==> config.mk <==
export PLATFORM = sky130hd
export DESIGN_NAME = grp_scan_arb
export DESIGN_NICKNAME = d
export VERILOG_FILES = /design/src/rtl/grp_scan_arb.sv
export SDC_FILE = /design/constraint.sdc
export NUM_CORES = 1
export LEC_CHECK = 0
export CORE_AREA = 2 2 109 111
export DETAILED_ROUTE_END_ITERATION = 10
export DIE_AREA = 0 0 111 113
export HOLD_SLACK_MARGIN = 0.02
export PLACE_DENSITY = 0.73
export SYNTH_ARGS = -nofsm -noshare
export SYNTH_HDL_FRONTEND = slang
export SYNTH_SLANG_ARGS = --single-unit
==> constraint.sdc <==
create_clock -name clk -period 6.9 [get_ports clk]
set_input_delay 2.07 -clock clk [delete_from_list [all_inputs] [get_ports clk]]
set_output_delay 2.07 -clock clk [all_outputs]
set_load 0.005 [all_outputs]
==> src/rtl/grp_scan_arb.sv <==
// Round-robin scan arbiter over NGRP request groups: snapshots the active groups, grants them in turn.
// Optional GRP_SCAN_RESNAP_EN: requests that become active mid-pass are folded in on every accepted grant.
module grp_scan_arb #(
   parameter int unsigned NGRP = 8,
   parameter int unsigned GW   = 32
) (
   input  logic                      clk,
   input  logic                      rst,
   input  logic [NGRP*GW-1:0]        req_vec,
   input  logic [NGRP-1:0]           grp_en,
   input  logic                      start,
   input  logic                      gnt_ready,
   output logic                      busy,
   output logic                      gnt_valid,
   output logic [$clog2(NGRP)-1:0]   gnt_id,
   output logic                      done,
   output logic [$clog2(NGRP):0]     gnt_count
);

   localparam int unsigned IW = $clog2(NGRP);
   localparam int unsigned CW = IW + 1;

   localparam logic [2:0] S_IDLE  = 3'd0;
   localparam logic [2:0] S_SNAP  = 3'd1;
   localparam logic [2:0] S_ARB   = 3'd2;
   localparam logic [2:0] S_GRANT = 3'd3;
   localparam logic [2:0] S_DONE  = 3'd4;

   logic [2:0]      state, state_n;
   logic [NGRP-1:0] pending, pending_n;
   logic [NGRP-1:0] active;
   logic [NGRP-1:0] gbit;
   logic [IW-1:0]   rr_ptr, rr_n;
   logic [IW-1:0]   id_n;
   logic [IW-1:0]   sel_id;
   logic [CW-1:0]   cnt_n;

   // A group is active when enabled and any of its request bits is set
   always_comb begin
      active = '0;
      for (int unsigned g = 0; g < NGRP; g++) begin
         active[g] = grp_en[g] & (|req_vec[g*GW +: GW]);
      end
   end

   // First pending group at or after rr_ptr, wrapping
   always_comb begin
      logic        found;
      int unsigned idx;
      found  = 1'b0;
      idx    = 0;
      sel_id = '0;
      for (int unsigned i = 0; i < NGRP; i++) begin
         idx = 32'(rr_ptr) + i;
         if (idx >= NGRP) idx = idx - NGRP;
         if (!found && pending[IW'(idx)]) begin
            found  = 1'b1;
            sel_id = IW'(idx);
         end
      end
   end

   always_comb begin
      gbit         = '0;
      gbit[gnt_id] = 1'b1;
   end

   // Next-state and datapath updates
   always_comb begin
      state_n   = state;
      pending_n = pending;
      rr_n      = rr_ptr;
      cnt_n     = gnt_count;
      id_n      = gnt_id;
      case (state)
         S_IDLE: begin
            if (start) state_n = S_SNAP;
         end
         S_SNAP: begin
            pending_n = active;
            cnt_n     = '0;
            state_n   = S_ARB;
         end
         S_ARB: begin
            if (pending == '0) begin
               state_n = S_DONE;
            end else begin
               id_n    = sel_id;
               state_n = S_GRANT;
            end
         end
         S_GRANT: begin
            if (gnt_ready) begin
`ifdef GRP_SCAN_RESNAP_EN
               pending_n = (pending | active) & ~gbit;
`else
               pending_n = pending & ~gbit;
`endif
               rr_n    = (gnt_id == IW'(NGRP - 1)) ? '0 : gnt_id + IW'(1);
               cnt_n   = gnt_count + CW'(1);
               state_n = S_ARB;
            end
         end
         S_DONE: begin
            state_n = S_IDLE;
         end
         default: begin
            state_n = S_IDLE;
         end
      endcase
   end

   always_ff @(posedge clk or posedge rst) begin
      if (rst) begin
         state     <= S_IDLE;
         pending   <= '0;
         rr_ptr    <= '0;
         gnt_count <= '0;
         gnt_id    <= '0;
         busy      <= 1'b0;
         gnt_valid <= 1'b0;
         done      <= 1'b0;
      end else begin
         state     <= state_n;
         pending   <= pending_n;
         rr_ptr    <= rr_n;
         gnt_count <= cnt_n;
         gnt_id    <= id_n;
         busy      <= (state_n != S_IDLE);
         gnt_valid <= (state_n == S_GRANT);
         done      <= (state_n == S_DONE);
      end
   end

endmodule

==> metrics.txt <==
worst r2r src rr_ptr[0]; FF-to-FF path depth 7; router iterations before antenna repair 5; CTS hold repair buffers 0; # fillers 1040; clk buf depth 2; Sw Share 46.0%; Post-synth ARST share 100%; VDD IR max 156 uV; Final Skew between 0.003 and 0.004 ns; family with the most delay on the worst path buffers and inverters; half-perimeter wire length after placement 11700 um; status finished, final reports clean; area delta synth->final 115%; CP cell instances clkdlybuf4s50_1; crit path to gnt_id[2]; IO Pins 278; die width 111 um; Final period util 50.3%; number of synthesized flops with an enable pin 0; Worst path slowest cell clkdlybuf4s50_1; HP Class reg2reg; max_slew headroom 36.4%; Main synth FF type dfrtp_1; maxcap violations 0; Power Density 291 nW/um^2; Gate power share 70.8%; synth unique cells 57; Worst-path clk slew 0.06 ns; Starting Density 22.9%; vias in the first global route 3757; antenna viol nets, final 0; Tmin final 3.47 ns; Fin Setup TNS 0 ns; Residual DRC 0; Mapped Area 2580 um^2; Syn. warnings 0; Worst setup EP type primary output; R2R setup slack approximately 3.5 ns; CTS sink cnt 24; Clock power frac 8.5%; Seq pwr share 20.7%; Mean Syn Cell Area 8.87 um^2; sequential-to-total area share from yosys stat 23.3%; Leak 1.97 nW; Iter 0 DRT Violations 263; Final #Nets 835; switching pwr 741 uW; CTS resizes 0; Worst setup SP type register; Worst Path Buf+Inv 1; post-route insts no fill 705; clk_lat worst skew 0.26 ns; Congestion Overflow GR 0; transition time at the pin with the least slew margin ~0.95 ns; root buffer cell clkbuf_16; share of post-route cells with drive strength above 1 5.53%; Worst Setup SP gnt_id[2]; RSZ-0062 raised after global routing no; kind of critical path reg2out; Final Hold Vio Count 0; clock buffers created by TritonCTS 3; post-CTS setup buffer count 0; number of vias in the routed layout about 3700; slowest stage delay, CP 0.58 ns; Worst EP required 4.83 ns; #FFs+latches synth 24; Routed WL 13200 um; Worst Path Arrival 1.40 ns; Cell Int Power 869 uW; Final Max Slew Viols 0; Chip Height about 110 um; post-DR wirelength/cell 18.8 um; die area 12500 um^2; # H-tree levels 1; placed instance count 700; syn_nets ~560; IO buf count 277; # setup viols final 0; TritonCTS clock tree built; Post-Syn Instances between 200 and 300; gp weighted congestion 0.970; Max FO, Critical Path 10; final core occ about half; Vias/cell 5.18; critical path depth 1; Tot GR Track Use between 10% and 20%; first-pass GRT wire length 20100 um; core area 11300 um^2; initial antenna violation count 0; Reg2Reg Capture Point gnt_id[0]; largest net degree at the start of global routing 25; Max Clock Freq 288 MHz; num rows 39
## cell usage after synthesis, types with 3 or more instances
cell type / instances / area share [%]
nor2_1: 19 / 2.8
a31oi_1: 6 / 1.5
inv_1: 9 / 1.3
clkbuf_1: 4 / 0.58
mux2_2: 3 / 1.3
o211ai_1: 9 / 2.6
o21ai_0: 19 / 3.7
ha_1: 5 / 2.4
nand3b_1: 3 / 0.87
mux4_2: 9 / 7.9
mux2i_1: 8 / 3.1
and2_1: 4 / 0.97
dfrtp_1: 24 / 23
mux4_1: 3 / 3.1
a21oi_1: 6 / 1.2
nand2_1: 20 / 2.9
nand4_1: 18 / 4.4
xor2_1: 4 / 1.4
nor4_1: 69 / 17
## per-stage QoR
stage	setup slack [ns]	cell area (um^2)	power [mW]	hold slack (ns)
after detailed placement	3.31	5450	1.46	0.534
after global routing	3.30	5530	1.74	0.593
final	3.43	5540	1.61	0.546
after global placement	3.34	5450	1.44	0.524
after CTS	3.43	5530	1.61	0.548
after floorplan	3.95	2580	1.10	0.499
## power by group through the flow
stage	clock network, mW	logic [mW]	registers [mW]
final	0.136	1.14	0.333
after detailed placement	0	1.13	0.330
after CTS	0.139	1.14	0.329
after floorplan	0	0.834	0.261
after global placement	0	1.12	0.327
after global routing	0.145	1.24	0.347
## worst min-delay path by stage
stage | from | end | slack, ns | cells past startpoint
3_5_place_dp | state[0] | done | 0.53 | 1
3_3_place_gp | gnt_count[1] | gnt_count[1] | 0.52 | 2
5_1_grt | gnt_count[1] | gnt_count[1] | 0.59 | 2
4_1_cts | state[0] | done | 0.55 | 1
2_1_floorplan | state[0] | done | 0.50 | 1
6_report | gnt_count[0] | gnt_count[0] | 0.55 | 1
## final cells by class
cell class / count / area [um^2] / area share, %
tap: 143 / 179 / 3.23
multi-input combinational: 245 / 1850 / 33.4
sequential: 24 / 601 / 10.8
timing repair buffer: 278 / 2780 / 50.2
antenna: 1 / 2.50 / 0.0452
clock buffer: 4 / 88.8 / 1.60
inverter: 10 / 37.5 / 0.678
## sequential cells by signal, indices dropped and copies added, names as in the netlist
name and count:
state 3, gnt_count 4, done 1, busy 1, gnt_id 3, rr_ptr 3
pending 8, gnt_valid 1
## logic make-up after synthesis
group                      Yosys count  share of synthesized area [%]
AOI/OAI and AO/OA                   61                           17.0
xor gates and xnor gates             5                           1.70
adders and majority gates            5                           2.42
buffers and inverters               22                           5.29
DFF                                 24                           23.3
muxes                               26                           17.4
and+or+nand+nor                    148                           33.0
## worst reg2reg max path, stage by stage, from the launching register on
cell and delay [ns]:
dfrtp_1 0.86, inv_1 0.18, ha_1 0.68, mux4_2 0.63, a32oi_2 0.35, a211oi_1 0.12, nor4_1 0.30, a211oi_2 0.12
## per-layer routing
| layer | global-route usage (%) | wire length (um) | vias up | part of all wire, % |
|---|---|---|---|---|
| met1 | 25.2 | 5390 | 1736 | 41 |
| met3 | 3.48 | 813 | 14 | 6.1 |
| met2 | 35.6 | 6820 | 159 | 52 |
| met4 | 5.00 | 208 | 0 | 1.6 |
| met5 | 0 | 0 | - | 0 |
| li1 | - | - | 1744 | - |
## layout by cell type, fill, tap and decap left out, drive strengths merged, types with 5 or more instances in the layout
cell	instances
mux2i	9
inv	9
mux4	12
nor4	70
a31oi	6
o21ai	19
nor2	19
nand2	22
o211ai	9
mux2	5
clkdlybuf4s50	277
ha	5
dfrtp	24
nand4	18
a21oi	6
(Power assumes the default switching activity.)
